`src/rtl/vram_port.sv`:
```
// rtl/vram_port.sv - memory-mapped VRAM write port: stepped pointer, write FIFO, border, status.
// Optional fill engine on register +6 when VRAM_PORT_FILL_EN is defined.
module vram_port #(
   parameter logic [15:0] BASE = 16'h0020,
   parameter int          AW   = 16,
   parameter int          DW   = 4,
   parameter int          FAW  = 2
) (
   input  logic          clock_25,
   input  logic          reset_n,
   input  logic [15:0]   io_a,
   input  logic [7:0]    io_d,
   input  logic          io_we,
   input  logic          io_rd,
   output logic          io_sel,
   output logic [7:0]    io_q,
   output logic [AW-1:0] vram_a,
   output logic [DW-1:0] vram_d,
   output logic          vram_w,
   input  logic          vram_rdy,
   output logic [3:0]    border
);

`ifdef VRAM_PORT_FILL_EN
   localparam logic [15:0] NREG = 16'd7;
`else
   localparam logic [15:0] NREG = 16'd6;
`endif
   localparam logic [FAW-1:0] IDX_ONE  = 1;
   localparam logic [FAW:0]   CNT_ONE  = 1;
   localparam logic [FAW:0]   FULL_CNT = CNT_ONE << FAW;

   logic [AW-1:0]    ptr;
   logic [7:0]       step;
   logic [DW-1:0]    last_d;
   logic             ovf;
   logic [AW+DW-1:0] mem [1 << FAW];
   logic [FAW-1:0]   wr_idx;
   logic [FAW-1:0]   rd_idx;
   logic [FAW:0]     count;

   logic [15:0]   off;
   logic [15:0]   ptr16;
   logic [15:0]   ptr_lo;
   logic [15:0]   ptr_hi;
   logic [15:0]   step_ext;
   logic [AW-1:0] ptr_step;
   logic [DW-1:0] push_d;
   logic [7:0]    status;
   logic          wr;
   logic          full;
   logic          empty;
   logic          pop;
   logic          cpu_push;
   logic          fill_push;
   logic          fill_busy;
   logic          push;
   logic          adv;
   logic          unused_ok;

   assign off       = io_a - BASE;
   assign io_sel    = off < NREG;
   assign wr        = io_we && io_sel;
   assign full      = count == FULL_CNT;
   assign empty     = count == '0;
   assign pop       = !empty && vram_rdy;
   assign cpu_push  = wr && off[2:0] == 3'd2;
   // A CPU push always advances the pointer, even when the FIFO drops it.
   assign push      = (cpu_push || fill_push) && (!full || pop);
   assign adv       = cpu_push || fill_push;
   assign push_d    = cpu_push ? io_d[DW-1:0] : last_d;
   assign step_ext  = {{8{step[7]}}, step};
   assign ptr_step  = ptr + step_ext[AW-1:0];
   assign ptr_lo    = {ptr16[15:8], io_d};
   assign ptr_hi    = {io_d, ptr16[7:0]};
   assign status    = {4'b0, fill_busy, ovf, full, empty};
   assign vram_w    = !empty;
   assign vram_a    = mem[rd_idx][AW+DW-1:DW];
   assign vram_d    = mem[rd_idx][DW-1:0];
   assign unused_ok = io_rd ^ (^step_ext) ^ (^ptr_lo) ^ (^ptr_hi);

   always_comb begin
      ptr16         = '0;
      ptr16[AW-1:0] = ptr;
   end

   always_comb begin
      io_q = '0;
      if (io_sel) begin
         case (off[2:0])
            3'd0:    io_q = ptr16[7:0];
            3'd1:    io_q = ptr16[15:8];
            3'd2:    io_q[DW-1:0] = last_d;
            3'd3:    io_q = step;
            3'd4:    io_q = status;
            3'd5:    io_q = {4'b0, border};
            default: io_q = '0;
         endcase
      end
   end

   always_ff @(posedge clock_25) begin
      if (!reset_n) begin
         ptr    <= '0;
         step   <= 8'h01;
         border <= 4'd7;
         last_d <= '0;
         ovf    <= 1'b0;
         wr_idx <= '0;
         rd_idx <= '0;
         count  <= '0;
      end else begin
         if (push) begin
            mem[wr_idx] <= {ptr, push_d};
            wr_idx      <= wr_idx + IDX_ONE;
         end
         if (pop)
            rd_idx <= rd_idx + IDX_ONE;
         if (push && !pop)
            count <= count + CNT_ONE;
         else if (!push && pop)
            count <= count - CNT_ONE;
         if (cpu_push)
            last_d <= io_d[DW-1:0];
         if (cpu_push && full && !pop)
            ovf <= 1'b1;
         else if (wr && off[2:0] == 3'd4)
            ovf <= 1'b0;
         // Explicit pointer writes win over an advance in the same cycle.
         if (wr && off[2:0] == 3'd0)
            ptr <= ptr_lo[AW-1:0];
         else if (wr && off[2:0] == 3'd1)
            ptr <= ptr_hi[AW-1:0];
         else if (adv)
            ptr <= ptr_step;
         if (wr && off[2:0] == 3'd3)
            step <= io_d;
         if (wr && off[2:0] == 3'd5)
            border <= io_d[3:0];
      end
   end

`ifdef VRAM_PORT_FILL_EN
   logic [8:0] fill_cnt;

   assign fill_busy = fill_cnt != 9'd0;
   // A CPU push owns the FIFO slot for its cycle; the fill simply waits.
   assign fill_push = fill_busy && !cpu_push && (!full || pop);

   always_ff @(posedge clock_25) begin
      if (!reset_n)
         fill_cnt <= '0;
      else if (wr && off[2:0] == 3'd6)
         fill_cnt <= (io_d == 8'd0) ? 9'd256 : {1'b0, io_d};
      else if (fill_push)
         fill_cnt <= fill_cnt - 9'd1;
   end
`else
   assign fill_busy = 1'b0;
   assign fill_push = 1'b0;
`endif

endmodule

```
`config.mk`:
```
export PLATFORM = sky130hd
export DESIGN_NAME = vram_port
export DESIGN_NICKNAME = d
export VERILOG_FILES = /design/src/rtl/vram_port.sv
export SDC_FILE = /design/constraint.sdc
export NUM_CORES = 1
export LEC_CHECK = 0
export BUFFER_PORTS_ARGS = -buffer_cell sky130_fd_sc_hd__buf_2
export CORE_ASPECT_RATIO = 1.5
export CORE_MARGIN = 2
export CORE_UTILIZATION = 24
export DETAILED_ROUTE_END_ITERATION = 12
export REMOVE_ABC_BUFFERS = 1
export SYNTH_ARGS = -nofsm -noshare
export SYNTH_HDL_FRONTEND = slang
export SYNTH_SLANG_ARGS = --single-unit
export TNS_END_PERCENT = 5
```
`constraint.sdc`:
```
create_clock -name clock_25 -period 5.15 [get_ports clock_25]
set_input_delay 0.7725 -clock clock_25 [delete_from_list [all_inputs] [get_ports clock_25]]
set_output_delay 0.7725 -clock clock_25 [all_outputs]
set_load 0.05 [all_outputs]
```
== Yosys cells after proc, flatten, opt, wreduce, memory -nomap -nowiden ==
Memory sizes are Yosys's and may differ from the RTL's. A register that Yosys moved wholly into a read port is not among the register bits.
Cells that the tools add are included.

* Register bits after elaboration: 40
* Bits of input ports: 29
* Memory bits (writable): 80
* Memories: 1

* Order comparisons: 1
* $add $sub $neg: 6
* Muxes and demuxes: 16
* Bitwise operators: 1
* Equal/unequal tests: 7
* Reduce and logical (&&, ||, !) cells: 26

{| class="wikitable"
|+ Memory list
! memory !! depth !! bits a word !! rd ports !! clocked after Yosys merged registers in !! wr ports !! line !! RTL
|-
| mem || 4 || 20 || 1 || 1 || 1 || 37 || <nowiki>logic [AW+DW-1:0] mem [1 << FAW];</nowiki>
|}

{| class="wikitable"
|+ Operator list
! operator !! count
|-
| two-way mux 16 bit || 2
|-
| one-hot mux 4 bit (6 select lines) || 1
|-
| adder 16 bit || 1
|-
| less-than comparator 16 x 3 -> 1 bit (second input constant) || 1
|-
| two-way mux 8 bit || 2
|-
| subtractor 16 x 6 -> 16 bit (second input constant) || 1
|-
| logical AND 1 bit || 13
|-
| one-hot mux 4 bit (3 select lines) || 1
|-
| == test 3 bit (second input constant) || 3
|-
| nonzero test 2 bit || 4
|-
| == test 3 x 2 -> 1 bit (second input constant) || 2
|-
| logical NOT 3 bit || 2
|-
| two-way mux 3 bit || 2
|-
| two-way mux 1 bit || 5
|-
| adder 2 x 1 -> 2 bit (second input constant) || 2
|-
| logical NOT 1 bit || 4
|-
| two-way mux 2 bit || 2
|-
| two-way mux 4 bit || 1
|-
| AND reduction 2 bit || 2
|-
| adder 3 x 1 -> 3 bit (second input constant) || 1
|-
| == test 3 x 1 -> 1 bit (second input constant) || 1
|-
| subtractor 3 x 1 -> 3 bit (second input constant) || 1
|-
| != test 2 bit (second input constant) || 1
|-
| logical OR 1 bit || 1
|-
| inverter 1 bit || 1
|}

== Depth between registers and ports, before layout ==
Gate-level depths: netlist (run 1).

* Depth in word-level cells: 9
* Depth in mapped cells: 13
* Depth with buffers taken out: 13

== Least setup slack after synthesis (run 1) ==
No wires, ideal clock.

* Path kind: input -> output
* Start point: input io_a[10]
* End point: output io_q[4]
* Path slack: 1.118 ns
* Buffers on the path: 1
* Data required time: 4.378 ns
* Stages on the path: 6
* Data arrival time: 3.259 ns
* Path through: or4_1 o21a_1 nor3_1 nand4_1 clkbuf_1 nor3_1

* Word-level cells in the longest chain between the ends: 3

{| class="wikitable"
|+ Ends and longest elaborated chain
! what !! line !! RTL
|-
| start: declaration || 11 || <nowiki>input logic [15:0] io_a,</nowiki>
|-
| subtractor 16 x 6 -> 16 bit || 61 || <nowiki>assign off = io_a - BASE;</nowiki>
|-
| less-than comparator 16 x 3 -> 1 bit || 62 || <nowiki>assign io_sel = off < NREG;</nowiki>
|-
| two-way mux 8 bit || 89 || <nowiki>if (io_sel) begin</nowiki>
|-
| end: declaration || 16 || <nowiki>output logic [7:0] io_q,</nowiki>
|}

Every way passes these cells.

== Worst setup path in the final report (run 1) ==
* Start point: input io_a[5]
* End point: output io_q[4]

The elaborated chain is that of the path after synthesis.

==> results of run 1 <==
[worst paths after layout]
path	from	to	slack [ns]	cells after the start
worst min register to register	count[2]	count[2]	0.50	2
worst max-delay path	io_a[5]	io_q[4]	1.44	10
worst min-delay path	count[2]	count[2]	0.50	2
worst max register to register	ptr[1]	ptr[15]	2.25	8
[stage by stage]
stage,power [uW],setup WS [ns],utilization
CTS,2660,1.42,0.291
detailed placement,1540,1.04,0.270
finish,2630,1.44,0.291
floorplan,1420,1.08,-
global placement,1540,1.09,0.270
global route,2740,1.21,0.291
[cell usage in the layout, fill, tap and decap left out, types with 7 or more instances in the layout]
cell,count
nor2_1,51
buf_4,9
dfxtp_1,42
o21ai_0,9
mux2i_1,29
nand3_1,10
edfxtp_1,80
buf_2,61
nand2_1,34
clkbuf_16,17
mux4_2,22
inv_1,18
xnor2_1,8
a211oi_1,8
a21oi_1,23
or3_1,8
ha_1,21
nor3_1,18
and3_1,7
[worst register-to-register path: stages, from the launching register on]
cell and delay, ns:
dfxtp_1 0.48, ha_1 0.30, a211oi_1 0.46, o21ai_1 0.22
and3_1 0.27, or3_1 0.41, a2111oi_0 0.46, nor3_1 0.09
a21oi_1 0.15
[registers in the layout (all words and copies together) (netlist names), named ones only]
| name | flops |
|---|---|
| rd_idx | 2 |
| mem | 80 |
| last_d | 4 |
| ovf | 1 |
| border | 4 |
| step | 8 |
| ptr | 16 |
| count | 3 |
| wr_idx | 2 |
[cells by family after synthesis]
group | Yosys count
AO/OA/AOI/OAI | 97
adder cells (fa/ha/maj) | 23
XOR/XNOR | 12
flip-flops | 122
AND/OR/NAND/NOR | 164
buffers and inverters | 39
multiplexers | 55
[where the power goes]
group	switching [uW]	total [uW]	internal [uW]
Sequential	21.2	1070	1050
Combinational	285	438	154
Clock	415	1120	702
[cell type report]
cell class / instances / area [um^2]
Tap cell: 333 / 417
Inverter: 19 / 71.3
Clock buffer: 18 / 429
Clock inverter: 14 / 131
Multi-Input combinational cell: 351 / 2790
Timing Repair Buffer: 70 / 373
Fill cell: 2671 / 18100
Sequential cell: 122 / 3240
[metal layers]
layer | wire [um] | GRT usage
met1 | 5970 | 0.126
met2 | 8080 | 0.212
met3 | 574 | 0.0265
met4 | 413 | 0.0502
met5 | 0 | 0
==> results.yml, run 1 <==
placement:
  gp_congestion: 0.836
  port_buffers: 61
  dp_hpwl_um: 11200
  dp.cells: 895
  dpl_cell_area_um2: 6900
global_routing:
  first_global_vias: 4396
  grt_max_degree: 26
  grt_pass1_wl_um: 24200
  grt-ovfl-total: 0
  antenna_found_initial: 0
  grtUsageTotal: 0.116
clock_tree:
  cts_tree: "done"
  path_clk_slew_ns: 0.06
  clk_latency_ns: 0.41
  clock_path_buffers: 2
  ctsRootBufferMaster: "clkbuf_16"
  postCtsResizedCells: 0
  clkSinkCount: 122
  cts_setup_buffers: 0
  cts_hold_buf: 0
  htreeDepth: 4
  numCtsBuffers: 17
worst_setup_path:
  worst_path_max_delay_cell: "buf_2"
  slowest_delay_ns: 0.33
  crit_required_ns: 4.38
  worstPathCellList: "buf_2 -> inv_1 -> ha_1 -> nor4bb_1 -> nand3_1 -> nor3_1 -> nand4_1 -> buf_4 -> nor3_1 -> buf_2"
  setup.worst_path.class: "in -> out"
  worst-path-max-fanout: 13
  crit_buf_inv: 4
  cp_data_arrival_time_ns: 2.94
  cp-start-kind: "input port"
  endpoint_kind: "output pin"
  crit_family: "simple AND/OR/NAND/NOR gates"
synth:
  synth_common_cells: "edfxtp_1, nor2_1, dfxtp_1, nand2_1, mux2i_1"
  synth_mux_area_frac: 0.134
  synth_compound_area_frac: 0.115
  ys_ff_latch: 122
  synth_top_area_cell: "edfxtp_1"
  synth_cells: 512
  synthAdderAreaFrac: 0.0489
  syn_area_um2: 6190
  synth.avg_cell_area_um2: 12.1
  synth_edf_count: 80
  yosysMostFrequentCell: "edfxtp_1"
  synth-async-reset-ratio: 0
  synthTopCellsByArea: "edfxtp_1, dfxtp_1, mux4_2"
  synth.distinct_cells: 70
  ys_seq_area_frac: 0.524
  yosys.area_share.simple: 0.136
  yosys.area_share.xor_xnor: 0.0170
  synth_flop_cell: "edfxtp_1"
  netlist.area_leader.share: 0.388
  synth_top_family_by_area: "simple AND/OR/NAND/NOR gates"
  yosysWarnings: 0
cells_and_area:
  syn_to_final_growth_pct: 20.5
  final_cells: 927
  n_antenna_cell: 0
  drive_above_1_share: 0.234
  layout.nets: 633
  final_area_um2: 7460
floorplanning:
  coreArea_um2: 25600
  fp.dieH_um: 201
  rows: 72
  die_x_um: 135
  dieArea_um2: 27100
  initial_core_util: 0.242
  io_pins: 63
drt:
  first_pass_iters: 4
  post_drt_wl_per_cell_um: 16.2
  ant_nets: 0
  post-route-drc-count: 0
  drtIter0Drc: 246
  viasPerCell: 4.60
  drt-total-wl_um: 15000
  vias: 4265
timing:
  slew_violations: 0
  hold_viol: 0
  period_share: 0.721
  rsz0062_at_grt: "false"
  holdWs_ns: 0.501
  setup_viol: 0
  fin_skew_ns: 0.0102
  slew_headroom: 0.303
  tns_ns: 0
  min_period_ns: 3.71
  timing.fmax_mhz: 269
  tightest_slew_ns: 1.04
power:
  ir_drop_v: 0.000239
  power_leakage_uw: 0.00258
  powerDensity_nw_per_um2: 352
status:
  status: "finished clean"
worst_hold_path:
  min_path_type: "reg -> reg"
run:
  cap_violations: 0
Power figures use the tool's default switching activity.
==> inputs of run 2 (changes only) <==
==> constraint.sdc (replaced) <==
create_clock -name clock_25 -period 3.8 [get_ports clock_25]
set_input_delay 0.57 -clock clock_25 [delete_from_list [all_inputs] [get_ports clock_25]]
set_output_delay 0.57 -clock clock_25 [all_outputs]
set_load 0.05 [all_outputs]
==> run 2 against run 1 <==
  * Via count grew 2.0%
  * Final cell count grew 0.76%
  * Critical path depth shrank 2
  * Clock-buffer cell count grew 6
  * Hold slack lost 0.055 ns
  * Flip-flop and latch count is the same
  * Register-to-register slack lost 1.3 ns
  * Setup slack lost 0.94 ns
  * Wire length grew 2.1%
==> results.yml, run 2 (synthesis gave the netlist of run 1 again) <==
clock_tree:
  clock_path_buffers: 2
  cts_hold_buf: 0
  postCtsResizedCells: 0
  clkSinkCount: 122
  cts_tree: "done"
  numCtsBuffers: 17
  htreeDepth: 4
  ctsRootBufferMaster: "clkbuf_16"
  cts_setup_buffers: 0
  path_clk_slew_ns: 0.05
  clk_latency_ns: 0.41
timing:
  tightest_slew_ns: 1.03
  timing.fmax_mhz: 302
  slew_headroom: 0.311
  rsz0062_at_grt: "false"
  hold_viol: 0
  holdWs_ns: 0.446
  fin_skew_ns: 0.00737
  tns_ns: 0
  setup_viol: 0
  min_period_ns: 3.31
  slew_violations: 0
  period_share: 0.870
power:
  p_clk_frac: 0.432
  seq_power_share: 0.402
  ir_drop_v: 0.000281
  power.switching_uw: 967
  combinationalPowerShare: 0.166
  power_leakage_uw: 0.00263
  sw_frac_of_total: 0.267
  powerDensity_nw_per_um2: 481
  p_int_uw: 2650
worst_setup_path:
  rr_endpoint: "ptr[15]"
  setup.worst_path.class: "in -> out"
  cp-start-kind: "input port"
  endpoint_kind: "output pin"
  r2r_start: "ptr[1]"
  reg2regPathDepth: 8
  cp_data_arrival_time_ns: 2.74
  worst-path-max-fanout: 12
  r2r_slack_ns: 0.94
  crit_required_ns: 3.23
cells_and_area:
  n_fill_cell: 2657
  multi_input_area_um2: 2790
  regArea_um2: 3240
  layout.nets: 640
  layout_common_cells: "edfxtp_1, buf_2, nor2_1"
  n_antenna_cell: 0
  largest_register_ffs: 80
  layout_commonest_cell: "edfxtp_1"
  top_register: "mem"
  drive_above_1_share: 0.241
  largestRegisters: "mem: 80 flops, ptr: 16 flops, step: 8 flops"
  syn_to_final_growth_pct: 21.7
drt:
  first_pass_iters: 4
  drt-total-wl_um: 15300
  drtIter0Drc: 217
  ant_nets: 0
  post_drt_wl_per_cell_um: 16.4
  post-route-drc-count: 0
  viasPerCell: 4.66
  vias: 4352
run:
  cap_violations: 0
floorplanning:
  io_pins: 63
  dieArea_um2: 27100
  rows: 72
  fp.dieH_um: 201
  coreArea_um2: 25600
  initial_core_util: 0.242
  die_x_um: 135
status:
  status: "finished clean"
placement:
  dp_hpwl_um: 11400
  port_buffers: 61
  gp_congestion: 0.844
global_routing:
  first_global_vias: 4271
  grtUsageTotal: 0.116
  grt_max_degree: 26
  grt-ovfl-total: 0
  antenna_found_initial: 1
  grt_pass1_wl_um: 24000
worst_hold_path:
  min_path_type: "in -> reg"
  hold_end: "step[7]"
  hold_depth: 3
  hold_start: "io_d[7]"
run 2: cell types whose count changed in the layout (fill, tap and decap cells not counted):
cell / change
buf_4: +7
clkbuf_1: +4
clkbuf_16: +1
clkbuf_8: +1
clkinv_1: -3
clkinv_4: -2
clkinvlp_4: -1
run 2: layout make-up:
class,count,share of cell area
Sequential cell,122,0.431
Multi-Input combinational cell,351,0.371
Clock buffer,24,0.0642
Timing Repair Buffer,77,0.0565
Tap cell,333,0.0554
Clock inverter,8,0.0126
Inverter,19,0.00947
run 2: routing by layer:
metal / wire length, um / GRT usage / up-vias
met3: 524 / 0.0247 / 20
met5: 0 / 0 / -
met2: 8320 / 0.214 / 93
li1: - / - / 2107
met4: 372 / 0.0495 / 0
met1: 6130 / 0.126 / 2132
run 2: power by group through the flow:
| stage | registers (uW) | logic (uW) | clock network, uW |
|---|---|---|---|
| floorplan | 1520 | 410 | 0 |
| global placement | 1480 | 607 | 0 |
| detailed placement | 1480 | 610 | 0 |
| CTS | 1460 | 611 | 1590 |
| global route | 1460 | 649 | 1640 |
| finish | 1460 | 599 | 1570 |
run 2: worst max path at each step:
stage / startpoint / to / slack (ns)
after global routing: io_a[11] / count[2] / 0.27
after detailed placement: io_a[11] / count[2] / 0.08
final: io_a[10] / io_q[4] / 0.49
after floorplan: io_a[10] / io_q[4] / 0.14
after CTS: io_a[11] / count[2] / 0.51
after global placement: io_a[10] / count[2] / 0.14
run 2: through the flow:
step                      power [uW]  instances  instance area, um^2  worst slack [ns]   util
after global routing            3750        934                 7530             0.267  0.294
after floorplan                 1930        492                 6110             0.136      -
final                           3620        934                 7530             0.492  0.294
after CTS                       3660        934                 7530             0.507  0.294
after global placement          2090        902                 6950             0.139  0.272
after detailed placement        2090        902                 6950            0.0795  0.272
run 2: worst max-delay path: stages:
cell	delay [ns]
buf_2	0.12
or4_1	0.53
o21a_1	0.24
nor3_1	0.21
nand4_1	0.18
buf_4	0.24
nor3_1	0.30
buf_2	0.33
==> inputs of run 3 (changes only) <==
--- a/config.mk
+++ b/config.mk
@@ -5,6 +5,7 @@
 export SDC_FILE = /design/constraint.sdc
 export NUM_CORES = 1
 export LEC_CHECK = 0
+export ABC_AREA = 1
 export BUFFER_PORTS_ARGS = -buffer_cell sky130_fd_sc_hd__buf_2
 export CORE_ASPECT_RATIO = 1.5
 export CORE_MARGIN = 2
==> run 3 against run 2 <==
  * Register-to-register slack gained 0.32 ns
  * Final cell count up 25%
  * Via count grew 22%
  * Critical path type unchanged
  * Critical endpoint is now io_q[2]
==> results.yml, run 3 <==
placement:
  port_buffers: 61
  gp_congestion: 0.903
  dp_hpwl_um: 12600
  dpl_cell_area_um2: 7120
  dp.cells: 1137
floorplanning:
  dieArea_um2: 27900
  die_x_um: 137
  initial_core_util: 0.242
  io_pins: 63
  rows: 73
  coreArea_um2: 26300
  fp.dieH_um: 203
cells_and_area:
  final_cells: 1169
  final_area_um2: 7780
  regArea_um2: 3240
  syn_to_final_growth_pct: 22.2
  n_fill_cell: 2788
  n_antenna_cell: 0
  drive_above_1_share: 0.155
  layout.nets: 871
  top_register: "mem"
  largest_register_ffs: 80
  layout_commonest_cell: "nand2_1"
  utilization: 0.296
  multi_input_area_um2: 2690
  layout_common_cells: "nand2_1, nor2_1, inv_1"
  largestRegisters: "mem: 80 flops, ptr: 16 flops, step: 8 flops"
synth:
  ys_seq_area_frac: 0.509
  yosysWarnings: 0
  synth_top_family_by_area: "simple AND/OR/NAND/NOR gates"
  synth_top_area_cell: "edfxtp_1"
  synth_mux_area_frac: 0
  synth_flop_cell: "edfxtp_1"
  ys_ff_latch: 122
  synth.avg_cell_area_um2: 8.52
  synth_cells: 747
  synth_edf_count: 80
  synth_compound_area_frac: 0.138
  synthTopCellsByArea: "edfxtp_1, dfxtp_1, nand2_1"
  synthAdderAreaFrac: 0.0476
  netlist.area_leader.share: 0.377
  syn_area_um2: 6370
  synth.distinct_cells: 44
  synth-async-reset-ratio: 0
  synth_common_cells: "nand2_1, nor2_1, inv_1, edfxtp_1, o21ai_0"
  yosys.area_share.simple: 0.219
  yosys.area_share.xor_xnor: 0.0165
  yosysMostFrequentCell: "nand2_1"
clock_tree:
  htreeDepth: 4
  cts_setup_buffers: 0
  clkSinkCount: 122
  postCtsResizedCells: 0
  cts_hold_buf: 0
  clock_path_buffers: 2
  numCtsBuffers: 17
  ctsRootBufferMaster: "clkbuf_16"
  path_clk_slew_ns: 0.05
  clk_latency_ns: 0.42
  cts_tree: "done"
drt:
  post-route-drc-count: 0
  vias: 5322
  ant_nets: 0
  drtIter0Drc: 342
  drt-total-wl_um: 17100
  first_pass_iters: 4
  viasPerCell: 4.55
  post_drt_wl_per_cell_um: 14.6
power:
  power_leakage_uw: 0.00334
  powerDensity_nw_per_um2: 506
  power.switching_uw: 1150
  combinationalPowerShare: 0.184
  seq_power_share: 0.365
  ir_drop_v: 0.000289
  p_clk_frac: 0.451
  sw_frac_of_total: 0.292
  p_int_uw: 2790
global_routing:
  grt-ovfl-total: 0
  grtUsageTotal: 0.127
  grt_max_degree: 41
  first_global_vias: 5151
  grt_pass1_wl_um: 26800
  antenna_found_initial: 0
worst_setup_path:
  cp_data_arrival_time_ns: 2.74
  setup.worst_path.class: "in -> out"
  cp-start-kind: "input port"
  r2r_slack_ns: 1.26
  worst_path_max_delay_cell: "buf_2"
  endpoint_kind: "output pin"
  slowest_delay_ns: 0.33
  worst-path-max-fanout: 8
  crit_buf_inv: 4
  crit_required_ns: 3.23
  crit_family: "buffers and inverters"
  worstPathCellList: "buf_2 -> inv_1 -> ha_1 -> nand2_1 -> nand2_1 -> nand3_1 -> a21oi_1 -> nand3_1 -> nor2_4 -> inv_1 -> a31oi_1 -> buf_2"
timing:
  rsz0062_at_grt: "false"
  tightest_slew_ns: 0.899
  slew_headroom: 0.400
  hold_viol: 0
  min_period_ns: 3.31
  timing.fmax_mhz: 302
  tns_ns: 0
  slew_violations: 0
  setup_viol: 0
  holdWs_ns: 0.469
  fin_skew_ns: 0.0115
  period_share: 0.870
status:
  status: "finished clean"
run:
  cap_violations: 0
worst_hold_path:
  min_path_type: "reg -> reg"
==> run 3: cell count changes in the layout (fill, tap and decap cells not counted), moves of 22 or more <==
cell | previous run | this run
nor2_1 | 51 | 98
o21ai_0 | 9 | 67
nand2_1 | 34 | 146
inv_1 | 18 | 88
mux2i_1 | 29 | 0
mux4_2 | 22 | 0
nand3_1 | 10 | 38
==> run 3: worst paths after layout <==
check / startpoint / end / cells after the start
setup / recovery: io_a[5] / io_q[2] / 12
hold / removal: rd_idx[1] / flip-flop / 2
setup reg to reg: ptr[0] / ptr[10] / 14
hold reg to reg: rd_idx[1] / flip-flop / 2
==> run 3: cells by family after synthesis <==
kind of cell	after synthesis
simple gates	320
compound gates	157
flops	122
fa+ha+maj	23
xor+xnor	12
buf+inv	113
==> run 3: worst reg2reg max path: stages (launching register included) <==
cell and delay [ns]:
dfxtp_1 0.46, ha_1 0.23, inv_1 0.06, fa_1 0.41
o21ai_0 0.21, buf_4 0.16, nand2_1 0.05, nand2_1 0.12
inv_1 0.07, nor3_1 0.22, nor2_1 0.07, nand2_1 0.06
nand3_1 0.12, a21oi_1 0.16, nor2_1 0.05
==> run 3: cell type report <==
| cell class | instances | share of cell area |
|---|---|---|
| Timing Repair Buffer | 74 | 0.0550 |
| Clock inverter | 10 | 0.0241 |
| Clock buffer | 22 | 0.0597 |
| Inverter | 92 | 0.0446 |
| Sequential cell | 122 | 0.417 |
| Multi-Input combinational cell | 512 | 0.345 |
| Tap cell | 337 | 0.0542 |
==> run 3: metrics by stage <==
step,total power (uW),worst slack (ns)
after floorplan,1960,0.233
after global placement,2190,0.404
after detailed placement,2200,0.387
after CTS,3960,0.489
after global routing,4070,0.272
final,3940,0.493
==> run 3: per-layer routing <==
metal  wire, um  track usage
met3        779       0.0254
met4        731       0.0766
met2       8960        0.226
met5          0            0
met1       6650        0.135
==> run 3: power by group through the flow <==
| stage | clock network, uW | registers, uW | logic (uW) |
|---|---|---|---|
| 5_1_grt | 1840 | 1440 | 789 |
| 2_1_floorplan | 0 | 1480 | 480 |
| 3_5_place_dp | 0 | 1460 | 732 |
| 6_report | 1770 | 1440 | 725 |
| 3_3_place_gp | 0 | 1460 | 725 |
| 4_1_cts | 1790 | 1440 | 732 |
